[config.mk]
export PLATFORM = sky130hd
export DESIGN_NAME = se_req_scheduler
export DESIGN_NICKNAME = d
export VERILOG_FILES = /design/src/rtl/se_sched_pkg.sv /design/src/rtl/se_rr_arbiter.sv /design/src/rtl/se_req_scheduler.sv
export SDC_FILE = /design/constraint.sdc
export NUM_CORES = 1
export LEC_CHECK = 0
export BUFFER_PORTS_ARGS = -buffer_cell sky130_fd_sc_hd__buf_4
export CAP_MARGIN = 30
export CORE_AREA = 2 2 583 585
export CTS_BUF_LIST = sky130_fd_sc_hd__clkbuf_8
export CTS_CLUSTER_SIZE = 16
export DETAILED_ROUTE_END_ITERATION = 8
export DIE_AREA = 0 0 585 587
export PLACE_DENSITY = 0.3
export SYNTH_ARGS = -nofsm -noshare
export SYNTH_HDL_FRONTEND = slang
export SYNTH_SLANG_ARGS = --single-unit
[constraint.sdc]
create_clock -name clock -period 3.1 [get_ports clock]
set_input_delay 0 -clock clock [delete_from_list [all_inputs] [get_ports clock]]
set_output_delay 0 -clock clock [all_outputs]
set_load 0.05 [all_outputs]
[src/rtl/se_sched_pkg.sv]
// se_sched_pkg: shared encodings and default widths for the SE request
// scheduler slice.
package se_sched_pkg;

  typedef enum logic [2:0] {
    S_IDLE  = 3'd0,
    S_ISSUE = 3'd1,
    S_WAIT  = 3'd2,
    S_RESP  = 3'd3,
    S_DRAIN = 3'd4
  } state_e;

  localparam int DEF_INST_W = 8;
  localparam int DEF_DATA_W = 128;
  localparam int CNTR_W     = 8;

endpackage

[src/rtl/se_rr_arbiter.sv]
// se_rr_arbiter: combinational round-robin pick, searching cyclically
// upward from the pointer.
module se_rr_arbiter
  import se_sched_pkg::*;
#(
  parameter int N  = 2,
  parameter int IW = (N > 1) ? $clog2(N) : 1
) (
  input  logic [N-1:0]  req_i,
  input  logic [IW-1:0] ptr_i,
  output logic [N-1:0]  gnt_o,
  output logic [IW-1:0] idx_o,
  output logic          any_o
);

  int j;

  always_comb begin
    gnt_o = '0;
    idx_o = '0;
    any_o = 1'b0;
    j     = 0;
    for (int k = 0; k < N; k++) begin
      j = (int'(ptr_i) + k) % N;
      if (!any_o && req_i[IW'(j)]) begin
        any_o = 1'b1;
        idx_o = IW'(j);
      end
    end
    if (any_o) gnt_o[idx_o] = 1'b1;
  end

endmodule

[src/rtl/se_req_scheduler.sv]
// se_req_scheduler: shares one rolled SE among NUM_REQ requesters with
// round-robin grants, per-op latency reporting and a WAIT watchdog.
module se_req_scheduler
  import se_sched_pkg::*;
#(
  parameter int NUM_REQ = 2,
  parameter int DATA_W  = DEF_DATA_W,
  parameter int INST_W  = DEF_INST_W,
  parameter int LAT_W   = 16,
  parameter int TIMEOUT = 1024
) (
  input  logic                      clock,
  input  logic                      reset,
  input  logic [NUM_REQ-1:0]        req_valid,
  output logic [NUM_REQ-1:0]        req_ready,
  input  logic [NUM_REQ*INST_W-1:0] req_inst,
  input  logic [NUM_REQ*DATA_W-1:0] req_op1,
  input  logic [NUM_REQ*DATA_W-1:0] req_op2,
  input  logic [NUM_REQ*DATA_W-1:0] req_cond,
  output logic [NUM_REQ-1:0]        rsp_valid,
  input  logic [NUM_REQ-1:0]        rsp_ready,
  output logic [DATA_W-1:0]         rsp_result,
  output logic                      rsp_err,
  output logic [INST_W-1:0]         se_in_inst,
  output logic [DATA_W-1:0]         se_in_op1,
  output logic [DATA_W-1:0]         se_in_op2,
  output logic [DATA_W-1:0]         se_in_cond,
  output logic                      se_in_valid,
  input  logic                      se_in_ready,
  input  logic [DATA_W-1:0]         se_out_result,
  input  logic                      se_out_valid,
  output logic                      se_out_ready,
  input  logic [CNTR_W-1:0]         se_out_cntr,
  output logic [LAT_W-1:0]          last_lat,
  output logic [CNTR_W-1:0]         last_cntr,
  output logic                      busy
);

  localparam int IW = (NUM_REQ > 1) ? $clog2(NUM_REQ) : 1;
  localparam logic [LAT_W-1:0] TMO_LAST = LAT_W'(TIMEOUT - 1);
  localparam logic [LAT_W-1:0] TMO_VAL  = LAT_W'(TIMEOUT);

  state_e              state_q;
  logic [IW-1:0]       ptr_q, owner_q;
  logic [INST_W-1:0]   inst_q;
  logic [DATA_W-1:0]   op1_q, op2_q, cond_q, res_q;
  logic [LAT_W-1:0]    lat_q, last_lat_q;
  logic [CNTR_W-1:0]   last_cntr_q;
  logic                err_q, drain_q;

  logic [INST_W-1:0]   inst_a [NUM_REQ];
  logic [DATA_W-1:0]   op1_a  [NUM_REQ];
  logic [DATA_W-1:0]   op2_a  [NUM_REQ];
  logic [DATA_W-1:0]   cond_a [NUM_REQ];

  for (genvar g = 0; g < NUM_REQ; g++) begin : g_unpack
    assign inst_a[g] = req_inst[g*INST_W +: INST_W];
    assign op1_a[g]  = req_op1[g*DATA_W +: DATA_W];
    assign op2_a[g]  = req_op2[g*DATA_W +: DATA_W];
    assign cond_a[g] = req_cond[g*DATA_W +: DATA_W];
  end

  logic [NUM_REQ-1:0] gnt, own_oh;
  logic [IW-1:0]      gidx, ptr_nxt;
  logic               gany;

  se_rr_arbiter #(
    .N  (NUM_REQ),
    .IW (IW)
  ) u_arb (
    .req_i (req_valid),
    .ptr_i (ptr_q),
    .gnt_o (gnt),
    .idx_o (gidx),
    .any_o (gany)
  );

  assign ptr_nxt = (gidx == IW'(NUM_REQ - 1)) ? '0 : gidx + 1'b1;

  always_comb begin
    own_oh = '0;
    own_oh[owner_q] = 1'b1;
  end

  // Reset must also suppress the combinational accept.
  assign req_ready    = (state_q == S_IDLE && !reset) ? gnt : '0;
  assign rsp_valid    = (state_q == S_RESP) ? own_oh : '0;
  assign se_in_valid  = (state_q == S_ISSUE);
  assign se_out_ready = (state_q == S_WAIT) || (state_q == S_DRAIN);
  assign busy         = (state_q != S_IDLE);
  assign se_in_inst   = inst_q;
  assign se_in_op1    = op1_q;
  assign se_in_op2    = op2_q;
  assign se_in_cond   = cond_q;
  assign rsp_result   = res_q;
  assign rsp_err      = err_q;
  assign last_lat     = last_lat_q;
  assign last_cntr    = last_cntr_q;

  always_ff @(posedge clock) begin
    if (reset) begin
      state_q     <= S_IDLE;
      ptr_q       <= '0;
      owner_q     <= '0;
      inst_q      <= '0;
      op1_q       <= '0;
      op2_q       <= '0;
      cond_q      <= '0;
      res_q       <= '0;
      err_q       <= 1'b0;
      drain_q     <= 1'b0;
      lat_q       <= '0;
      last_lat_q  <= '0;
      last_cntr_q <= '0;
    end else begin
      unique case (state_q)
        S_IDLE: begin
          if (gany) begin
            inst_q  <= inst_a[gidx];
            op1_q   <= op1_a[gidx];
            op2_q   <= op2_a[gidx];
            cond_q  <= cond_a[gidx];
            owner_q <= gidx;
            ptr_q   <= ptr_nxt;
            state_q <= S_ISSUE;
          end
        end
        S_ISSUE: begin
          if (se_in_ready) begin
            lat_q   <= '0;
            state_q <= S_WAIT;
          end
        end
        S_WAIT: begin
          if (lat_q != '1) lat_q <= lat_q + 1'b1;
          // A result arriving on the watchdog cycle takes priority.
          if (se_out_valid) begin
            res_q       <= se_out_result;
            err_q       <= 1'b0;
            last_lat_q  <= lat_q;
            last_cntr_q <= se_out_cntr;
            state_q     <= S_RESP;
          end else if (lat_q == TMO_LAST) begin
            res_q      <= '0;
            err_q      <= 1'b1;
            last_lat_q <= TMO_VAL;
            drain_q    <= 1'b1;
            state_q    <= S_RESP;
          end
        end
        S_RESP: begin
          if (rsp_ready[owner_q]) begin
            state_q <= drain_q ? S_DRAIN : S_IDLE;
          end
        end
        S_DRAIN: begin
          if (se_out_valid) begin
            drain_q <= 1'b0;
            state_q <= S_IDLE;
          end
        end
        default: state_q <= S_IDLE;
      endcase
    end
  end

endmodule

==> results of run 1 <==
==> cells in the mapped netlist (2+ instances only) <==
| master | n |
|---|---|
| sky130_fd_sc_hd__a41oi_1 | 3 |
| sky130_fd_sc_hd__nor3b_1 | 3 |
| sky130_fd_sc_hd__a211oi_1 | 393 |
| sky130_fd_sc_hd__a311oi_1 | 6 |
| sky130_fd_sc_hd__o21ai_0 | 12 |
| sky130_fd_sc_hd__or4_1 | 2 |
| sky130_fd_sc_hd__a21oi_1 | 28 |
| sky130_fd_sc_hd__a31oi_1 | 3 |
| sky130_fd_sc_hd__nand2_1 | 35 |
| sky130_fd_sc_hd__nor3_1 | 11 |
| sky130_fd_sc_hd__nand4_1 | 5 |
| sky130_fd_sc_hd__dfxtp_1 | 567 |
| sky130_fd_sc_hd__a22o_1 | 143 |
| sky130_fd_sc_hd__or3_1 | 2 |
| sky130_fd_sc_hd__clkbuf_1 | 180 |
| sky130_fd_sc_hd__buf_6 | 8 |
| sky130_fd_sc_hd__nand3_1 | 9 |
| sky130_fd_sc_hd__and3_1 | 3 |
| sky130_fd_sc_hd__xnor2_1 | 2 |
| sky130_fd_sc_hd__mux2i_1 | 392 |
| sky130_fd_sc_hd__inv_1 | 3 |
| sky130_fd_sc_hd__nand2b_1 | 2 |
| sky130_fd_sc_hd__buf_2 | 27 |
| sky130_fd_sc_hd__nor2_1 | 410 |
| sky130_fd_sc_hd__buf_1 | 6 |
| sky130_fd_sc_hd__and2_1 | 2 |
==> cells by family after synthesis <==
group,after synthesis
adder cells (fa/ha/maj),1
XOR/XNOR,2
multiplexers,393
flip-flops,567
AO/OA/AOI/OAI,592
AND/OR/NAND/NOR,493
buffers and inverters,224
==> through the flow <==
| step | instances | instance area, um^2 | setup slack, ns | util (%) | hold slack [ns] |
|---|---|---|---|---|---|
| after detailed placement | 8143 | 39600 | 0.607 | 11.7 | 0.221 |
| after global placement | 8143 | 39600 | 0.524 | 11.7 | 0.222 |
| after floorplan | 2272 | 22800 | 0.702 | - | 0.133 |
==> impl_metrics.csv, run 1 <==
group,metric,value,unit
clock_network,cts.sinks,567,
place,place.gp.congestion,0.847,
yosys,synth_compound_gate_area_share,19.9,%
die,chipHeight,587,um
clock_network,cts_root_buffer,"sky130_fd_sc_hd__clkbuf_8",
clock_network,ctsHtreeMaxLevel,4,
die,fp-row-count,214,
yosys,synth_adder_area_share,0.0550,%
yosys,synth_top_area_cell,"sky130_fd_sc_hd__dfxtp_1",
place,port-buffer-count,1478,
yosys,netlist_instances,2272,
yosys,post_synth.cell_area_avg,10.0,um^2
clock_network,cts_setup_buffers,0,
yosys,synth_top_family_by_area,"compound AO/OA/AOI/OAI gates",
yosys,synth-seq-cells,567,
status,outcome,"aborted with a tool error",
die,floorplan.initialDensity,6.74,%
place,dp_hpwl,204000,um
yosys,syn-num-nets,3201,
yosys,synth_top_area_share,49.9,%
die,die_w,585,um
yosys,synth_area_leaders,"sky130_fd_sc_hd__dfxtp_1, sky130_fd_sc_hd__mux2i_1, sky130_fd_sc_hd__a211oi_1",
yosys,netlist-cell-type-count,41,
yosys,synthesis.yosys.warnings,0,
clock_network,cts_max_path_buffers,4,
clock_network,cts-resized-gates,0,
status,first-error,"[ERROR RSZ-0060] Max buffer count reached.",
clock_network,cts_hold_fix_bufs,1677,
status,haltStage,"clock tree synthesis (4_1_cts)",
clock_network,tritoncts.num_buffers,136,
yosys,synthesized_area,22800,um^2
yosys,proportion_of_synthesized_chip_area_in_sequential_cells,49.9,%
yosys,synth_enable_flop_cells,0,
yosys,synth-simple-area-share,8.69,%
yosys,mux_contribution_to_synthesized_area,17.3,%
yosys,synth_xor_xnor_area_share,0.0769,%
yosys,synthFlopType,"sky130_fd_sc_hd__dfxtp_1",
yosys,post_synthesis_async_set_or_reset_flop_share,0,%
die,pin_count,1480,
==> run 2: changes to the inputs <==
--- a/config.mk
+++ b/config.mk
@@ -7,12 +7,10 @@
 export LEC_CHECK = 0
 export BUFFER_PORTS_ARGS = -buffer_cell sky130_fd_sc_hd__buf_4
 export CAP_MARGIN = 30
-export CORE_AREA = 2 2 583 585
-export CTS_BUF_LIST = sky130_fd_sc_hd__clkbuf_8
-export CTS_CLUSTER_SIZE = 16
+export CORE_AREA = 2 2 582 584
 export DETAILED_ROUTE_END_ITERATION = 8
-export DIE_AREA = 0 0 585 587
-export PLACE_DENSITY = 0.3
+export DIE_AREA = 0 0 584 586
+export PLACE_DENSITY_LB_ADDON = 0.15
 export SYNTH_ARGS = -nofsm -noshare
 export SYNTH_HDL_FRONTEND = slang
 export SYNTH_SLANG_ARGS = --single-unit
==> impl_metrics.csv, run 2 <==
group,metric,value,unit
critical_path,worst_setup_path_start_kind,"register",
yosys,netlist_instances,2272,
yosys,synthMostInstantiatedCell,"sky130_fd_sc_hd__dfxtp_1",
place,post_dp_cell_area,39400,um^2
run,cap_violations,0,
power_and_ir_drop,share_comb_of_total_power,35.1,%
power_and_ir_drop,sequentialPowerShare,28.6,%
clock_network,cts_max_path_buffers,4,
sta,timing.slew.headroom,28.0,%
route,detail-route-antenna-nets,0,
critical_path,critPathRequiredTime,3.77,ns
power_and_ir_drop,switching_share,37.0,%
power_and_ir_drop,internal-power,18.4,mW
clock_network,tritoncts.num_buffers,91,
power_and_ir_drop,powerDensity,546,nW/um^2
die,die_area,342000,um^2
worst_hold_path,whs_endpoint,"rsp_result[86]$_SDFFE_PP0P_",
route,wl_per_cell,25.1,um
yosys,synth_area_leaders,"sky130_fd_sc_hd__dfxtp_1, sky130_fd_sc_hd__mux2i_1, sky130_fd_sc_hd__a211oi_1",
route,dr_wl_met3,24300,um
route,route.detailed.vias_per_inst,3.03,
yosys,netlist-cell-type-count,41,
cells_and_area,final_common_cell,"sky130_fd_sc_hd__buf_4",
clock_network,clk_latency,0.79,ns
critical_path,timing.setup.critical_path_class,"register to register",
global_routing,first_global_vias,29300,
yosys,synth_top_area_share,49.9,%
clock_network,ctsHtreeMaxLevel,3,
sta,finalCritPeriodShare,93.6,%
power_and_ir_drop,clock_power_share,36.3,%
die,floorplan.initialDensity,6.78,%
cells_and_area,num-fill-cells,38000,
sta,final.min_clock_period,2.90,ns
critical_path,critical_register_to_register_path_endpoint,"rsp_result[31]$_SDFFE_PP0P_",
sta,peak_clock_frequency_supported_by_timing,345,MHz
yosys,syn-num-nets,3201,
die,fp-row-count,213,
critical_path,reg2reg_slack,0.20,ns
critical_path,timing.critical_path.slowest_cell_delay,0.55,ns
place,dp_hpwl,202000,um
critical_path,worstRegToRegCells,8,
critical_path,critical_path.slowest_cell,"sky130_fd_sc_hd__dlygate4sd3_1",
yosys,synthesized_area,22800,um^2
sta,grt_setup_unrepaired,"no",
yosys,proportion_of_synthesized_chip_area_in_sequential_cells,49.9,%
route,met2WireLength,119000,um
clock_network,cts_setup_buffers,0,
cells_and_area,design.final.nets,5737,
cells_and_area,final_cell_mix,"sky130_fd_sc_hd__buf_4, sky130_fd_sc_hd__dlygate4sd3_1, sky130_fd_sc_hd__dfxtp_1",
global_routing,grt_first_pass_wirelength,294000,um
cells_and_area,area_delta_synth_final,135,%
critical_path,critPathArrivalTime,3.57,ns
global_routing,grt_overflow_total,0,
route,num_vias,28200,
route,routed.top_layer,"met4",
power_and_ir_drop,power.leakage,21.9,nW
cells_and_area,final_layout_size_suffix_gt1_share,35.0,%
yosys,synth_enable_flop_cells,0,
sta,final-hold-violation-count,0,
die,chipHeight,586,um
power_and_ir_drop,netSwitchingPower,10.8,mW
sta,finalSetupTns,0,ns
power_and_ir_drop,finalPower,29.3,mW
yosys,synthesis.yosys.warnings,0,
route,drc_errors,0,
yosys,post_synth.cell_area_avg,10.0,um^2
place,port-buffer-count,1478,
yosys,ys_top_cells_by_count,"sky130_fd_sc_hd__dfxtp_1, sky130_fd_sc_hd__nor2_1, sky130_fd_sc_hd__a211oi_1, sky130_fd_sc_hd__mux2i_1, sky130_fd_sc_hd__clkbuf_1",
critical_path,end_kind,"register",
worst_hold_path,hp-class,"primary input to register",
sta,final-max-slew-violation-count,0,
global_routing,grt_max_degree,138,
global_routing,initial_antenna_violation_count,85,
critical_path,crit-reg2reg-launch,"lat_q[0]$_SDFFE_PP0P_",
yosys,synthFlopType,"sky130_fd_sc_hd__dfxtp_1",
worst_hold_path,worstHoldStart,"se_out_result[86]",
sta,setup_viol_count_final,0,
place,place.gp.congestion,0.790,
die,core,336000,um^2
yosys,post_synthesis_async_set_or_reset_flop_share,0,%
sta,post-route-worst-setup-slack,0.200,ns
route,met1_length,85100,um
critical_path,worstPathCellList,"ha_1, nand3_1, or3_4, nor4_4, o31ai_4, buf_6, a22o_1, dlygate4sd3_1",
route,firstDrtPassIters,4,
sta,timing_worst_slew_pin_value,1.08,ns
yosys,synth-seq-cells,567,
power_and_ir_drop,vdd.ir_drop.worst,0.000360,V
die,pin_count,1480,
status,outcome,"finished clean",
clock_network,tritoncts_clock_tree,"done",
clock_network,cts_root_buffer,"sky130_fd_sc_hd__clkbuf_16",
worst_hold_path,min_delay_path_depth,3,
route,routed_wl,234000,um
global_routing,grt_usage,13.1,%
yosys,synth_top_area_cell,"sky130_fd_sc_hd__dfxtp_1",
critical_path,timing.critical_path.fanout_max,59,
sta,finClkSkew,0.0467,ns
clock_network,cts.sinks,567,
cells_and_area,stdcell_area,53600,um^2
die,die_w,584,um
route,first_iteration_detailed_routing_drc_count,888,
place,place_worst_setup_slack,0.610,ns
clock_network,worst_setup_hold_path_clk_slew,0.05,ns
## run 2: cell counts after synthesis
No cell type changed its count.
## run 2: logic make-up (layout without fill, tap and decap cells)
family,count (synthesis),in the layout,synth area share [%]
AND/OR/NAND/NOR,493,493,8.69
adder cells (fa/ha/maj),1,1,0.0550
AO/OA/AOI/OAI,592,592,19.9
buffers and inverters,224,2829,4.11
other,0,22,0
XOR/XNOR,2,2,0.0770
flip-flops,567,567,49.9
multiplexers,393,393,17.3
## run 2: layout make-up
cell class	instances	area [um^2]	area share, %
Inverter	3	11.3	0.0210
Clock buffer	130	2650	4.94
Timing Repair Buffer	2664	23100	43.2
Antenna cell	22	55.1	0.103
Multi-Input combinational cell	1481	10500	19.6
Tap cell	4407	5510	10.3
Clock inverter	32	350	0.654
Sequential cell	567	11400	21.2
## run 2: worst max path at each step
stage                                             end                  start  depth (start not counted)  slack (ns)
final                     rsp_result[31]$_SDFFE_PP0P_  lat_q[0]$_SDFFE_PP0P_                          8        0.20
after detailed placement  rsp_result[26]$_SDFFE_PP0P_  lat_q[0]$_SDFFE_PP0P_                          7        0.61
after global placement    rsp_result[52]$_SDFFE_PP0P_  lat_q[0]$_SDFFE_PP0P_                          7        0.57
after CTS                 rsp_result[33]$_SDFFE_PP0P_  lat_q[0]$_SDFFE_PP0P_                          8        0.07
after global routing      rsp_result[31]$_SDFFE_PP0P_  lat_q[0]$_SDFFE_PP0P_                          8       0.009
after floorplan                          req_ready[1]     ptr_q$_SDFFE_PP0P_                          4        0.70
## run 2: power by group through the flow
stage                     sequential (mW)  combinational [mW]  clock, mW
after detailed placement             8.54                9.00          0
final                                8.36                10.3       10.6
after global routing                 8.46                11.0       11.4
after floorplan                      10.6                2.19          0
after CTS                            8.39                10.7       11.2
after global placement               8.52                8.99          0
## run 2: worst max-delay path: cells and delay by family, from the launching register on
family / cells / cell delay, ns
AOI/OAI and AO/OA: 2 / 0.35
buffers and inverters: 2 / 0.83
DFF: 1 / 0.41
adders and majority gates: 1 / 0.25
and+or+nand+nor: 3 / 0.93
## run 2: metrics by stage
stage          utilization (%)  hold slack (ns)  std cells
6_report                  15.9           0.0634       9306
2_1_floorplan                -            0.133       2272
4_1_cts                   15.9          0.00371       9284
5_1_grt                   15.9           0.0211       9294
3_3_place_gp              11.7            0.220       8013
3_5_place_dp              11.7            0.220       8013
## run 2: what timing repair did
item                                    in CTS  in global routing
endpoints found under the hold margin      567                  0
hold buffers                              1109                  0
endpoints found under the setup margin       0                 25
resized for setup                            0                  1
## run 2: per-layer routing
metal | vias to the layer above | GRT usage [%]
li1 | 13500 | -
met1 | 13200 | 13.5
met2 | 1136 | 24.1
met3 | 266 | 5.97
met4 | 0 | 2.50
met5 | - | 0
(Power assumes the default switching activity.)
==> run 3: changes to the inputs <==
--- a/config.mk
+++ b/config.mk
@@ -5,11 +5,12 @@
 export SDC_FILE = /design/constraint.sdc
 export NUM_CORES = 1
 export LEC_CHECK = 0
+export ABC_AREA = 1
 export BUFFER_PORTS_ARGS = -buffer_cell sky130_fd_sc_hd__buf_4
 export CAP_MARGIN = 30
-export CORE_AREA = 2 2 582 584
+export CORE_AREA = 2 2 576 578
 export DETAILED_ROUTE_END_ITERATION = 8
-export DIE_AREA = 0 0 584 586
+export DIE_AREA = 0 0 578 580
 export PLACE_DENSITY_LB_ADDON = 0.15
 export SYNTH_ARGS = -nofsm -noshare
 export SYNTH_HDL_FRONTEND = slang
==> impl_metrics.csv, run 3 <==
group,metric,value,unit
sta,timing.slew.headroom,39.3,%
sta,peak_clock_frequency_supported_by_timing,356,MHz
yosys,synth_area_leaders,"sky130_fd_sc_hd__dfxtp_1, sky130_fd_sc_hd__nand2_1, sky130_fd_sc_hd__a31oi_1",
die,die_w,578,um
sta,grt_setup_unrepaired,"no",
place,post_dp_cell_area,38600,um^2
yosys,synthesis.yosys.warnings,0,
yosys,post_synth.cell_area_avg,7.36,um^2
place,placed_cells,8707,
yosys,synthFlopType,"sky130_fd_sc_hd__dfxtp_1",
global_routing,grt_max_degree,126,
global_routing,initial_antenna_violation_count,59,
die,core,329000,um^2
yosys,synth_top_area_share,50.8,%
cells_and_area,design.final.nets,7125,
clock_network,worst_setup_hold_path_clk_slew,0.06,ns
cells_and_area,final_cell_mix,"sky130_fd_sc_hd__dlygate4sd3_1, sky130_fd_sc_hd__buf_4, sky130_fd_sc_hd__nand2_1",
die,chipHeight,580,um
power_and_ir_drop,vdd.ir_drop.worst,0.000415,V
sta,finClkSkew,0.0330,ns
power_and_ir_drop,share_comb_of_total_power,49.4,%
power_and_ir_drop,netSwitchingPower,18.9,mW
clock_network,tritoncts.num_buffers,93,
clock_network,cts.sinks,567,
critical_path,critPathArrivalTime,3.55,ns
route,first_iteration_detailed_routing_drc_count,1552,
route,met1_length,96800,um
clock_network,cts_max_path_buffers,4,
yosys,synthMostInstantiatedCell,"sky130_fd_sc_hd__nand2_1",
yosys,synth_top_area_cell,"sky130_fd_sc_hd__dfxtp_1",
yosys,synthesized_area,22400,um^2
yosys,syn-num-nets,3966,
cells_and_area,final_core_util,18.0,%
sta,timing_worst_slew_pin_value,0.910,ns
yosys,synth-seq-cells,567,
critical_path,critPathRequiredTime,3.84,ns
power_and_ir_drop,switching_share,46.2,%
power_and_ir_drop,power.leakage,24.7,nW
critical_path,timing.setup.critical_path_class,"register to register",
route,wl_per_cell,22.2,um
yosys,synth_enable_flop_cells,0,
power_and_ir_drop,sequentialPowerShare,25.2,%
critical_path,timing.critical_path.fanout_max,112,
power_and_ir_drop,finalPower,40.9,mW
route,firstDrtPassIters,7,
yosys,ys_top_cells_by_count,"sky130_fd_sc_hd__nand2_1, sky130_fd_sc_hd__dfxtp_1, sky130_fd_sc_hd__a31oi_1, sky130_fd_sc_hd__a21oi_1, sky130_fd_sc_hd__nand3_1",
status,outcome,"finished clean",
sta,final-max-slew-violation-count,0,
clock_network,tritoncts_clock_tree,"done",
clock_network,cts_setup_buffers,0,
cells_and_area,stdcell_area,59200,um^2
sta,post-route-worst-setup-slack,0.288,ns
global_routing,first_global_vias,36400,
sta,finalCritPeriodShare,90.7,%
die,die_area,335000,um^2
run,cap_violations,0,
global_routing,grt_usage,13.5,%
route,num_vias,34700,
global_routing,grt_overflow_total,0,
yosys,post_synthesis_async_set_or_reset_flop_share,0,%
die,floorplan.initialDensity,6.79,%
sta,setup_viol_count_final,0,
route,route.detailed.vias_per_inst,3.26,
power_and_ir_drop,internal-power,22.0,mW
clock_network,cts_root_buffer,"sky130_fd_sc_hd__clkbuf_16",
die,pin_count,1480,
critical_path,end_kind,"register",
critical_path,worst_setup_path_start_kind,"register",
global_routing,grt_first_pass_wirelength,312000,um
place,port-buffer-count,1478,
route,drc_errors,0,
clock_network,ctsHtreeMaxLevel,3,
place,place.gp.congestion,0.870,
power_and_ir_drop,clock_power_share,25.4,%
cells_and_area,final_common_cell,"sky130_fd_sc_hd__dlygate4sd3_1",
worst_hold_path,hp-class,"primary input to register",
sta,final-hold-violation-count,0,
place,place_worst_setup_slack,0.819,ns
yosys,netlist_instances,3037,
route,detail-route-antenna-nets,0,
sta,finalSetupTns,0,ns
cells_and_area,area_delta_synth_final,165,%
clock_network,cts-resized-gates,0,
clock_network,clk_latency,0.80,ns
yosys,proportion_of_synthesized_chip_area_in_sequential_cells,50.8,%
power_and_ir_drop,powerDensity,691,nW/um^2
place,dp_hpwl,187000,um
cells_and_area,final_layout_size_suffix_gt1_share,27.0,%
cells_and_area,fin_cells,10600,
route,met2WireLength,111000,um
route,dr_wl_met3,21000,um
route,routed_wl,236000,um
sta,final.min_clock_period,2.81,ns
yosys,netlist-cell-type-count,27,
sta,hold_ws,0.0769,ns
route,routed.top_layer,"met5",
die,fp-row-count,211,
## run 3: layer usage
layer,global-route usage (%),vias to the layer above
li1,-,16500
met1,15.8,16600
met2,22.8,1333
met3,4.84,233
met4,3.93,28
met5,0,-
## run 3: cell type report
type | instances | area (um^2)
multi-input combinational | 2189 | 9770
clock buffer | 132 | 2660
inverter | 38 | 145
clock inverter | 18 | 196
antenna | 31 | 77.6
fill | 37400 | 270000
timing repair buffer | 3307 | 29500
sequential | 567 | 11400
tap | 4366 | 5460
## run 3: logic make-up after synthesis
family | count (synthesis) | synth area share [%]
xor gates and xnor gates | 5 | 0.196
adders and majority gates | 1 | 0.0560
and+or+nand+nor | 1606 | 28.1
DFF | 567 | 50.8
buffers and inverters | 281 | 5.65
AOI/OAI and AO/OA | 577 | 15.2
## run 3: critical path: stages, from the launching register on
cell and delay (ns):
sky130_fd_sc_hd__dfxtp_1 0.40, sky130_fd_sc_hd__inv_1 0.14, sky130_fd_sc_hd__nand3_4 0.25, sky130_fd_sc_hd__buf_12 0.27, sky130_fd_sc_hd__buf_12 0.33, sky130_fd_sc_hd__nand2_1 0.13, sky130_fd_sc_hd__a31oi_1 0.20, sky130_fd_sc_hd__dlygate4sd3_1 0.57
## run 3: power by group through the flow
stage / sequential [mW] / combinational [mW] / clock [mW]
4_1_cts: 10.3 / 20.7 / 10.9
6_report: 10.3 / 20.2 / 10.4
5_1_grt: 10.5 / 21.5 / 11.1
3_5_place_dp: 10.4 / 17.3 / 0
3_3_place_gp: 10.4 / 17.4 / 0
2_1_floorplan: 15.0 / 4.00 / 0
## run 3: what timing repair did
item,4_1_cts,5_1_grt
setup endpoints to repair,0,0
hold endpoints to repair,564,0
hold buffers,1760,0
## run 3: final timing paths
check             slack (ns)                     endpoint  cells after the start                    start
setup / recovery        0.29  se_in_cond[92]$_SDFFE_PP0P_                      7  state_q[1]$_SDFFE_PP0P_
hold / removal          0.08   se_in_op2[94]$_SDFFE_PP0P_                      4              req_op2[94]
setup reg to reg        0.29  se_in_cond[92]$_SDFFE_PP0P_                      7  state_q[1]$_SDFFE_PP0P_
hold reg to reg         0.47         drain_q$_SDFFE_PP0P_                      2     drain_q$_SDFFE_PP0P_
==> run 4: changes to the inputs <==
==> constraint.sdc (replaced) <==
create_clock -name clock -period 3.1 [get_ports clock]
set_input_delay 0.155 -clock clock [delete_from_list [all_inputs] [get_ports clock]]
set_output_delay 0.155 -clock clock [all_outputs]
set_load 0.05 [all_outputs]
==> impl_metrics.csv, run 4 (same netlist as run 3, synthesis figures left out) <==
group,metric,value,unit
critical_path,critical_path.slowest_cell,"sky130_fd_sc_hd__dlygate4sd3_1",
sta,peak_clock_frequency_supported_by_timing,349,MHz
global_routing,grt_max_degree,128,
die,die_w,578,um
cells_and_area,stdcell_area,51400,um^2
route,num_vias,31700,
die,floorplan.initialDensity,6.79,%
clock_network,ctsHtreeMaxLevel,3,
cells_and_area,area_delta_synth_final,130,%
global_routing,grt_usage,13.3,%
cells_and_area,num-fill-cells,38000,
critical_path,timing.critical_path.slowest_cell_delay,0.56,ns
route,first_iteration_detailed_routing_drc_count,1817,
die,core,329000,um^2
route,routed_wl,233000,um
sta,final-hold-violation-count,0,
clock_network,clk_latency,0.80,ns
global_routing,first_global_vias,33000,
critical_path,reg2reg_slack,0.23,ns
global_routing,grt_most_used_layer,"met2",
clock_network,tritoncts.num_buffers,91,
global_routing,grt_overflow_total,0,
sta,finalSetupTns,0,ns
power_and_ir_drop,power.leakage,21.3,nW
route,route.detailed.vias_per_inst,3.22,
run,cap_violations,0,
clock_network,worst_setup_hold_path_clk_slew,0.06,ns
critical_path,worstPathCellList,"ha_1, nand3_1, nor2_2, nand2_1, nand2_1, nand3_1, dlygate4sd3_1, a21oi_1, dlygate4sd3_1",
sta,final.min_clock_period,2.87,ns
place,port-buffer-count,1478,
sta,setup_viol_count_final,0,
clock_network,cts_root_buffer,"sky130_fd_sc_hd__clkbuf_16",
route,firstDrtPassIters,5,
clock_network,cts.sinks,567,
worst_hold_path,hp-class,"primary input to register",
die,pin_count,1480,
critical_path,critPathRequiredTime,3.85,ns
die,chipHeight,580,um
sta,finClkSkew,0.0605,ns
critical_path,timing.critical_path.fanout_max,6,
status,outcome,"finished clean",
sta,final-max-slew-violation-count,0,
global_routing,met2_usage,22.5,%
global_routing,grtUsageMet3,4.53,%
sta,finalCritPeriodShare,92.5,%
cells_and_area,final_layout_size_suffix_gt1_share,31.4,%
clock_network,cts_max_path_buffers,4,
critical_path,end_kind,"register",
global_routing,groute.layer.met1.usage,15.9,%
critical_path,worst_setup_path_start_kind,"register",
place,post_dp_cell_area,38800,um^2
route,wl_per_cell,23.6,um
sta,grt_setup_unrepaired,"no",
place,dp_hpwl,188000,um
global_routing,grt_first_pass_wirelength,303000,um
route,detail-route-antenna-nets,0,
die,die_area,335000,um^2
power_and_ir_drop,vdd.ir_drop.worst,0.000416,V
critical_path,critPathArrivalTime,3.62,ns
cells_and_area,final_cell_mix,"sky130_fd_sc_hd__buf_4, sky130_fd_sc_hd__nand2_1, sky130_fd_sc_hd__dlygate4sd3_1",
cells_and_area,final_common_cell,"sky130_fd_sc_hd__buf_4",
cells_and_area,design.final.nets,6341,
route,drc_errors,0,
clock_network,tritoncts_clock_tree,"done",
power_and_ir_drop,powerDensity,780,nW/um^2
die,fp-row-count,211,
place,place.gp.congestion,0.868,
critical_path,timing.setup.critical_path_class,"register to register",
sta,timing.slew.headroom,41.0,%
global_routing,initial_antenna_violation_count,43,
sta,timing_worst_slew_pin_value,0.884,ns
[run 4: cell types whose count changed in the layout (fill, tap and decap cells not counted), moves of 2 or more]
cell | before | now
sky130_fd_sc_hd__clkbuf_1 | 22 | 16
sky130_fd_sc_hd__diode_2 | 31 | 20
sky130_fd_sc_hd__clkbuf_16 | 94 | 91
sky130_fd_sc_hd__bufinv_16 | 2 | 4
sky130_fd_sc_hd__clkinv_2 | 8 | 13
sky130_fd_sc_hd__buf_4 | 1522 | 1542
sky130_fd_sc_hd__buf_12 | 24 | 26
sky130_fd_sc_hd__dlygate4sd3_1 | 1760 | 955
sky130_fd_sc_hd__clkbuf_8 | 16 | 21
[run 4: stage by stage]
step / util [%] / hold slack [ns] / instances / worst slack (ns) / total power [mW]
floorplan: - / 0.290 / 3037 / 0.839 / 19.0
global placement: 11.8 / 0.402 / 8728 / 0.635 / 27.9
detailed placement: 11.8 / 0.401 / 8728 / 0.619 / 27.8
CTS: 15.6 / 0.0348 / 9834 / 0.0920 / 41.1
global route: 15.6 / 0.105 / 9851 / 0.0300 / 42.2
finish: 15.6 / 0.130 / 9856 / 0.231 / 40.1
[run 4: worst paths after layout]
path / from / endpoint / cells after the start
worst max-delay path: lat_q[0]$_SDFFE_PP0P_ / state_q[2]$_SDFFE_PP0P_ / 9
worst min-delay path: se_in_ready / lat_q[5]$_SDFFE_PP0P_ / 9
worst max register to register: lat_q[0]$_SDFFE_PP0P_ / state_q[2]$_SDFFE_PP0P_ / 9
worst min register to register: drain_q$_SDFFE_PP0P_ / drain_q$_SDFFE_PP0P_ / 2
[run 4: layout make-up]
class                           count  area, um^2  share of cell area, %
Sequential cell                   567       11400                   22.1
Timing Repair Buffer             2524       21700                   42.2
Inverter                           38         145                  0.283
Antenna cell                       20        50.0                 0.0974
Multi-Input combinational cell   2190        9780                   19.0
Clock inverter                     23         275                  0.536
Clock buffer                      128        2630                   5.11
Tap cell                         4366        5460                   10.6
[run 4: worst max-delay path, delay by kind of cell (launching register included)]
kind	cells	cell delay, ns
flip-flops	1	0.39
AND/OR/NAND/NOR	5	0.94
adder cells (fa/ha/maj)	1	0.26
buffers and inverters	2	1.12
AO/OA/AOI/OAI	1	0.13
[run 4: power breakdown]
group / total, mW / leakage (nW) / internal, mW / switching, mW
combinational: 19.3 / 15.2 / 6.35 / 13.0
clock: 10.5 / 1.43 / 6.19 / 4.27
sequential: 10.3 / 4.63 / 8.86 / 1.42
[run 4: metal layers]
layer / wire [um] / up-vias / share of wire (%)
li1: - / 14900 / -
met1: 97200 / 15400 / 42
met2: 110000 / 1264 / 47
met3: 19900 / 177 / 8.6
met4: 5620 / 16 / 2.4
met5: 106 / - / 0.046
[run 4: what timing repair did]
item                                   CTS  global route
setup endpoints to repair                0            18
resized for setup                        0             1
hold buffers                           955             0
buffers inserted                         0             1
endpoints found under the hold margin  542             0
